File: config.mk
export PLATFORM = sky130hd
export DESIGN_NAME = usr_burst_shifter_flat
export DESIGN_NICKNAME = d
export VERILOG_FILES = /design/src/rtl/usr_burst_shifter_pkg.sv /design/src/rtl/usr_burst_shifter_if.sv /design/src/rtl/usr_burst_shifter_step.sv /design/src/rtl/usr_burst_shifter.sv /design/src/flat_wrapper.sv
export SDC_FILE = /design/constraint.sdc
export NUM_CORES = 1
export LEC_CHECK = 0
export CORE_ASPECT_RATIO = 1.1
export CORE_MARGIN = 3
export CORE_UTILIZATION = 45
export DETAILED_ROUTE_END_ITERATION = 12
export GPL_ROUTABILITY_DRIVEN = 0
export PLACE_DENSITY = 0.72
export SYNTH_ARGS = -nofsm -noshare
export SYNTH_HDL_FRONTEND = slang
export SYNTH_SLANG_ARGS = --single-unit
File: constraint.sdc
create_clock -name CLK -period 2.65 [get_ports CLK]
set_input_delay 0.795 -clock CLK [delete_from_list [all_inputs] [get_ports CLK]]
set_output_delay 0.795 -clock CLK [all_outputs]
set_load 0.005 [all_outputs]
File: src/rtl/usr_burst_shifter_pkg.sv
// ---------------------------------------------------------------------------
// usr_pkg
// Shared definitions for the burst shifter slice:
//   - SEL_* : 3-bit operation-mode encodings carried on 'select'
//   - state_e : burst engine states (ST_IDLE, ST_BURST)
//   - is_shift_mode() : true for the modes a burst is allowed to repeat
// ---------------------------------------------------------------------------
package usr_pkg;

    localparam logic [2:0] SEL_HOLD = 3'b000;
    localparam logic [2:0] SEL_SHR  = 3'b001;
    localparam logic [2:0] SEL_SHL  = 3'b010;
    localparam logic [2:0] SEL_LOAD = 3'b011;
    localparam logic [2:0] SEL_ROTR = 3'b100;
    localparam logic [2:0] SEL_ROTL = 3'b101;
    localparam logic [2:0] SEL_ASR  = 3'b110;
    localparam logic [2:0] SEL_ZERO = 3'b111;

    typedef enum logic {
        ST_IDLE  = 1'b0,
        ST_BURST = 1'b1
    } state_e;

    // Only modes that move bits around are worth repeating; hold, load and
    // zero give the same result after one step, so they never start a burst.
    function automatic logic is_shift_mode(input logic [2:0] sel);
        return (sel == SEL_SHR)  || (sel == SEL_SHL) || (sel == SEL_ROTR) ||
               (sel == SEL_ROTL) || (sel == SEL_ASR);
    endfunction

endpackage

File: src/rtl/usr_burst_shifter_if.sv
// ---------------------------------------------------------------------------
// usr_burst_shifter_if
// Groups the data/control bus of the burst shifter.
//   master : drives data_in, select, MSB_in, LSB_in, start, count;
//            observes data_out, MSB_out, LSB_out, busy, done (and parity)
//   slave  : the shifter itself, the opposite directions
// Optional: USR_PARITY_EN adds the 'parity' signal (XOR of data_out).
// ---------------------------------------------------------------------------
interface usr_burst_shifter_if #(
    parameter int WIDTH = 8,
    parameter int CNT_W = 4
);
    logic [WIDTH-1:0] data_in;
    logic [2:0]       select;
    logic             MSB_in;
    logic             LSB_in;
    logic             start;
    logic [CNT_W-1:0] count;
    logic [WIDTH-1:0] data_out;
    logic             MSB_out;
    logic             LSB_out;
    logic             busy;
    logic             done;
`ifdef USR_PARITY_EN
    logic             parity;
`endif

    modport master (
`ifdef USR_PARITY_EN
        input  parity,
`endif
        output data_in, select, MSB_in, LSB_in, start, count,
        input  data_out, MSB_out, LSB_out, busy, done
    );

    modport slave (
`ifdef USR_PARITY_EN
        output parity,
`endif
        input  data_in, select, MSB_in, LSB_in, start, count,
        output data_out, MSB_out, LSB_out, busy, done
    );

endinterface

File: src/rtl/usr_burst_shifter_step.sv
// ---------------------------------------------------------------------------
// usr_step
// Purely combinational next-value function of the shift register.
//   mode_i : operation mode (SEL_* encoding)
//   cur_i  : current register contents
//   msb_i  : serial bit entering the MSB on a logical right shift
//   lsb_i  : serial bit entering the LSB on a left shift
//   data_i : parallel load value
//   next_o : value the register takes at the next edge
// ---------------------------------------------------------------------------
module usr_step
    import usr_pkg::*;
#(
    parameter int WIDTH = 8
) (
    input  logic [2:0]       mode_i,
    input  logic [WIDTH-1:0] cur_i,
    input  logic             msb_i,
    input  logic             lsb_i,
    input  logic [WIDTH-1:0] data_i,
    output logic [WIDTH-1:0] next_o
);

    // One mode-indexed mux; the arithmetic shift keeps the sign bit by
    // feeding the old MSB back into itself.
    always_comb begin
        next_o = cur_i;
        case (mode_i)
            SEL_HOLD: next_o = cur_i;
            SEL_SHR:  next_o = {msb_i, cur_i[WIDTH-1:1]};
            SEL_SHL:  next_o = {cur_i[WIDTH-2:0], lsb_i};
            SEL_LOAD: next_o = data_i;
            SEL_ROTR: next_o = {cur_i[0], cur_i[WIDTH-1:1]};
            SEL_ROTL: next_o = {cur_i[WIDTH-2:0], cur_i[WIDTH-1]};
            SEL_ASR:  next_o = {cur_i[WIDTH-1], cur_i[WIDTH-1:1]};
            SEL_ZERO: next_o = '0;
            default:  next_o = cur_i;
        endcase
    end

endmodule

File: src/rtl/usr_burst_shifter.sv
// ---------------------------------------------------------------------------
// usr_burst_shifter
// Parametrised universal shift register with a counted burst engine.
// A start pulse with a shift-class select repeats that mode 'count' times,
// raising busy while further steps remain and pulsing done for one cycle
// after the final step.
// Ports:
//   CLK   : system clock, rising edge
//   clear : synchronous active-high reset (overrides everything)
//   bus   : usr_burst_shifter_if slave (data_in, select, MSB_in, LSB_in,
//           start, count -> data_out, MSB_out, LSB_out, busy, done)
// Optional: define USR_PARITY_EN to add a registered parity output.
// ---------------------------------------------------------------------------
module usr_burst_shifter
    import usr_pkg::*;
#(
    parameter int WIDTH = 8,
    parameter int CNT_W = 4
) (
    input  logic                  CLK,
    input  logic                  clear,
    usr_burst_shifter_if.slave    bus
);

    state_e           state_q, state_d;
    logic [2:0]       mode_q, mode_d;
    logic [CNT_W-1:0] remaining_q, remaining_d;
    logic [WIDTH-1:0] data_q, data_d;
    logic             done_q, done_d;
    logic [2:0]       stepMode;

    usr_step #(
        .WIDTH (WIDTH)
    ) u_step (
        .mode_i (stepMode),
        .cur_i  (data_q),
        .msb_i  (bus.MSB_in),
        .lsb_i  (bus.LSB_in),
        .data_i (bus.data_in),
        .next_o (data_d)
    );

    // Next-state logic. In IDLE the select input drives the step directly
    // unless a burst is being launched; the first burst step happens on the
    // launching edge, so 'remaining' counts the steps still to come. A zero
    // count start only acknowledges with done. In BURST the latched mode is
    // replayed and all request inputs are ignored.
    always_comb begin
        state_d     = state_q;
        mode_d      = mode_q;
        remaining_d = remaining_q;
        done_d      = 1'b0;
        stepMode    = SEL_HOLD;
        case (state_q)
            ST_IDLE: begin
                if (bus.start && (bus.count == '0)) begin
                    done_d = 1'b1;
                end else if (bus.start && is_shift_mode(bus.select)) begin
                    stepMode    = bus.select;
                    mode_d      = bus.select;
                    remaining_d = bus.count - CNT_W'(1);
                    if (remaining_d != '0) begin
                        state_d = ST_BURST;
                    end else begin
                        done_d = 1'b1;
                    end
                end else begin
                    stepMode = bus.select;
                end
            end
            ST_BURST: begin
                stepMode    = mode_q;
                remaining_d = remaining_q - CNT_W'(1);
                if (remaining_q == CNT_W'(1)) begin
                    state_d = ST_IDLE;
                    done_d  = 1'b1;
                end
            end
            default: begin
                state_d = ST_IDLE;
            end
        endcase
    end

    // State and data registers; clear wins over any burst in flight.
    always_ff @(posedge CLK) begin
        if (clear) begin
            state_q     <= ST_IDLE;
            mode_q      <= SEL_HOLD;
            remaining_q <= '0;
            data_q      <= '0;
            done_q      <= 1'b0;
        end else begin
            state_q     <= state_d;
            mode_q      <= mode_d;
            remaining_q <= remaining_d;
            data_q      <= data_d;
            done_q      <= done_d;
        end
    end

`ifdef USR_PARITY_EN
    logic parity_q;

    // Parity is computed from the incoming value so it lines up with data_out.
    always_ff @(posedge CLK) begin
        if (clear) begin
            parity_q <= 1'b0;
        end else begin
            parity_q <= ^data_d;
        end
    end

    assign bus.parity = parity_q;
`endif

    assign bus.data_out = data_q;
    assign bus.MSB_out  = data_q[WIDTH-1];
    assign bus.LSB_out  = data_q[0];
    assign bus.busy     = (state_q == ST_BURST);
    assign bus.done     = done_q;

endmodule

File: src/flat_wrapper.sv
// flat-port wrapper written by rule: the top's interface ports become plain ports
module usr_burst_shifter_flat import usr_pkg::*;
#(
    parameter int WIDTH = 8,
    parameter int CNT_W = 4
)
  (CLK, clear, bus_data_in, bus_select, bus_MSB_in, bus_LSB_in, bus_start, bus_count, bus_data_out, bus_MSB_out, bus_LSB_out, bus_busy, bus_done);
  usr_burst_shifter_if #(.WIDTH(WIDTH), .CNT_W(CNT_W)) bus_i ();
  input  logic CLK;
  input  logic clear;
  input wire logic [$bits(bus_i.data_in)-1:0] bus_data_in;
  input wire logic [$bits(bus_i.select)-1:0] bus_select;
  input wire logic [$bits(bus_i.MSB_in)-1:0] bus_MSB_in;
  input wire logic [$bits(bus_i.LSB_in)-1:0] bus_LSB_in;
  input wire logic [$bits(bus_i.start)-1:0] bus_start;
  input wire logic [$bits(bus_i.count)-1:0] bus_count;
  output wire logic [$bits(bus_i.data_out)-1:0] bus_data_out;
  output wire logic [$bits(bus_i.MSB_out)-1:0] bus_MSB_out;
  output wire logic [$bits(bus_i.LSB_out)-1:0] bus_LSB_out;
  output wire logic [$bits(bus_i.busy)-1:0] bus_busy;
  output wire logic [$bits(bus_i.done)-1:0] bus_done;
  assign bus_i.data_in = bus_data_in;
  assign bus_i.select = bus_select;
  assign bus_i.MSB_in = bus_MSB_in;
  assign bus_i.LSB_in = bus_LSB_in;
  assign bus_i.start = bus_start;
  assign bus_i.count = bus_count;
  assign bus_data_out = bus_i.data_out;
  assign bus_MSB_out = bus_i.MSB_out;
  assign bus_LSB_out = bus_i.LSB_out;
  assign bus_busy = bus_i.busy;
  assign bus_done = bus_i.done;
  usr_burst_shifter #(.WIDTH(WIDTH), .CNT_W(CNT_W)) u_core (.CLK(CLK), .clear(clear), .bus(bus_i));
endmodule
==> run summary, run 1 <==
The logs give 0 for the number of setup violations in the final report and 0.709 nW for the reported leakage power. The number of global-route vias before repair was 1234. 32 I/O pins were placed. For the number of levels the H-tree was split into, the log shows 1. The worst setup path is launched from a primary input. Type of the worst setup path: in -> reg. The run gives 0 as the initial antenna violation count. At the worst endpoint, the arrival time is 2.74 ns. Global routing finished with a remaining overflow of 0. The tools report the total wire length as 3.31 mm. The most common cell after layout, fill and taps aside was sky130_fd_sc_hd__clkdlybuf4s50_1.

The share of async-settable or async-resettable flops after synthesis works out to 0. Final layout net count: 238. Average cell area after synthesis: 7.43 um^2.

In this run the power density over the cells is 462 nW/um^2. The maximum fanout count along the critical path was 7; the relative slew slack was 0.624. The number of synthesized flops with an enable pin works out to 0. The logs give 0.123 ns for the worst-case setup margin in the final layout and 32 for the number of DRC markers after the initial detailed-route iteration.

The final routed wire length divided by cell count was 13.6 um. The class of the tightest hold or removal check was reg -> reg. The die is 61.1 um tall.

The tools report the post-cts repair resize count as 0. After legalization and detailed placement, the total HPWL measured 2.59 mm. The overall global routing resource usage was 0.195; the clock-pin transition on the worst setup and hold timing paths was 0.11 ns. TritonCTS built the clock tree.

For the worst-skew pair, the clock arrives at the later sink with an insertion delay of 0.29 ns. The logs give 0 for the final number of hold-violating endpoints and 2570 um^2 for the placeable core region. For the number of diodes added for antenna fixing, the log shows 0. Post-CTS timing repair inserted 0 buffers for setup.

Count of nets left with antenna violations after detail routing: 0. The top cell types in the final layout, fill and taps aside, are 31 x sky130_fd_sc_hd__clkdlybuf4s50_1, 24 x sky130_fd_sc_hd__nor2_1, 23 x sky130_fd_sc_hd__buf_4. Sorting the synthesized cells by area gives the leading types as sky130_fd_sc_hd__dfxtp_1 27%, sky130_fd_sc_hd__nor2_1 7.3%, sky130_fd_sc_hd__a21oi_1 6.5%.

Across the routed clock network, the largest skew measured is 0.00517 ns. Post-synthesis instance area: 1240 um^2. The first-pass GRT wire length is 5.39 mm. The max-slew violation total from the final report is 0, and the peak ir drop on the vdd network is 0.000379 V. Slew at the pin with the worst max-slew slack: 0.561 ns. The fraction of layout instances using a drive strength above 1 was 0.165; the number of detailed-route iterations in the first pass was 4.

The post-route fraction of the period consumed by the critical path was 0.954; the initial core utilization was 0.483. The worst setup path is captured at a flop. The die covers 3430 um^2.

Max-cap violations in this run came to 0. The number of placed instances, taps included, is 239. Setup repair after global routing left no endpoint under its margin. Number of buffers inserted by port buffering: 31. The overall power came out at 0.796 mW. Among all flip-flop cells after synthesis, the most frequent one is sky130_fd_sc_hd__dfxtp_1. In the routed layout, each cell is associated on average with a via count of 5.56.

The initialized floorplan defines 19 standard-cell rows. In this run, distinct cell masters in the synthesized netlist total 45. The sequential element share of the synthesized area is 0.274. The floorplan step set the die width to 56.1 um. The synthesized netlist cell count was 167. For this run, the number of Yosys warnings is 0. The flow ran to the end, and the final reports show no timing, DRC or antenna violations. For the number of sinks handled by clock tree synthesis, the log shows 17. The run gives 396 MHz as the fmax. Relative to the synthesized area, the layout overhead comes to 38.8%. The remaining routing DRC violations came out at 0. The synthesized design contains 17 register bits. The tree is rooted in a sky130_fd_sc_hd__clkbuf_4.

For this run, the number of standard cells in the final layout without fillers is 243. The run gives 0 as the count of hold buffers inserted by post-cts repair. The fraction of synthesized cell area taken by the top area cell type is 0.274, and the maximum clock path buffer count is 2. The net count after synthesis is 192. After filler insertion, the fill cell instance count of the layout stands at 228. The logs give -0.210 ns for the worst setup slack after placement and 31 for the maximum number of pins on one net before global-route repair. Required time of the critical path: 2.87 ns. The biggest area contributor in the post-synthesis netlist is sky130_fd_sc_hd__dfxtp_1. The final critical-path required period is 2.53 ns.

The tools report the number of CTS-inserted buffers as 3. The routed layout has 1350 vias.
registers in the layout, indices dropped and copies added (netlist names):
name,cells
u_core.bus.busy,1
u_core.bus.data_out,8
u_core.bus.done,1
u_core.mode_q,3
u_core.remaining_q,4
cells by family after synthesis:
group                    after synthesis  synth area share
AO/OA/AOI/OAI                         49             0.256
flip-flops                            17             0.274
adder cells (fa/ha/maj)                5            0.0504
multiplexers                           6            0.0504
buffers and inverters                 21            0.0816
AND/OR/NAND/NOR                       65             0.259
XOR/XNOR                               4            0.0282
critical path, stage by stage:
cell and delay, ns:
sky130_fd_sc_hd__clkdlybuf4s50_1 0.49, sky130_fd_sc_hd__inv_1 0.07, sky130_fd_sc_hd__ha_1 0.19, sky130_fd_sc_hd__and4bb_1 0.29
sky130_fd_sc_hd__a21oi_2 0.13, sky130_fd_sc_hd__nor2_1 0.04, sky130_fd_sc_hd__or4_1 0.52, sky130_fd_sc_hd__o31ai_2 0.22
report_power, final:
part           internal [mW]  switching [mW]  total (mW)
Clock                 0.0561          0.0865       0.143
Sequential             0.290          0.0414       0.331
Combinational          0.181           0.141       0.322
Total                  0.527           0.269       0.796
cell usage after synthesis, types with 2 or more instances:
cell	instances
sky130_fd_sc_hd__a31oi_1	2
sky130_fd_sc_hd__a22oi_1	3
sky130_fd_sc_hd__nand3_1	5
sky130_fd_sc_hd__nor3_1	8
sky130_fd_sc_hd__xnor2_1	2
sky130_fd_sc_hd__mux2i_1	4
sky130_fd_sc_hd__o31ai_2	2
sky130_fd_sc_hd__xor2_1	2
sky130_fd_sc_hd__o21ai_0	5
sky130_fd_sc_hd__inv_1	7
sky130_fd_sc_hd__ha_1	5
sky130_fd_sc_hd__dfxtp_1	17
sky130_fd_sc_hd__a211oi_1	3
sky130_fd_sc_hd__nand2_1	13
sky130_fd_sc_hd__buf_4	2
sky130_fd_sc_hd__clkbuf_1	3
sky130_fd_sc_hd__nand2b_1	3
sky130_fd_sc_hd__nor2b_1	2
sky130_fd_sc_hd__o21ai_1	2
sky130_fd_sc_hd__o31ai_1	2
sky130_fd_sc_hd__o22ai_1	6
sky130_fd_sc_hd__a2bb2oi_1	2
sky130_fd_sc_hd__nor2_1	24
sky130_fd_sc_hd__a21oi_1	16
sky130_fd_sc_hd__buf_2	6
sky130_fd_sc_hd__mux2_2	2
path summary, 6_finish.rpt:
check / start / endpoint / slack (ns) / cells past startpoint
setup reg to reg: u_core.bus.busy / u_core.bus.data_out[7] / 0.90 / 6
hold reg to reg: u_core.remaining_q[3] / u_core.remaining_q[3] / 0.49 / 2
hold / removal: u_core.remaining_q[3] / u_core.remaining_q[3] / 0.49 / 2
setup / recovery: bus_count[1] / u_core.bus.data_out[7] / 0.12 / 8
metrics by stage:
stage | utilization | TNS, ns | hold WS (ns) | instance area [um^2]
floorplan | - | 0 | 0.450 | 1240
global placement | 0.659 | -0.717 | 0.467 | 1690
detailed placement | 0.659 | -1.37 | 0.472 | 1690
CTS | 0.670 | 0 | 0.488 | 1720
global route | 0.671 | 0 | 0.512 | 1720
finish | 0.671 | 0 | 0.490 | 1720
final cells by class:
cell class	count	area, um^2	area share
multi-input combinational	129	803	0.466
timing repair buffer	54	483	0.280
sequential	17	340	0.198
clock inverter	1	5.00	0.00290
inverter	8	30.0	0.0174
tap	31	38.8	0.0225
clock buffer	3	22.5	0.0131
layer usage:
metal	vias to the layer above	global-route usage	wire length [um]
met2	25	0.376	1730
met3	2	0.0210	110
met5	-	0	0
met1	636	0.236	1450
met4	0	0.0508	10
li1	687	-	-
No activity file was read; power rests on OpenSTA's default activity.
==> inputs of run 2 (changes only) <==
CTS_CLUSTER_DIAMETER = 150   (was not set)
==> results of run 2 <==
No change in the layout: final DEF, timing and power equal those of run 1.
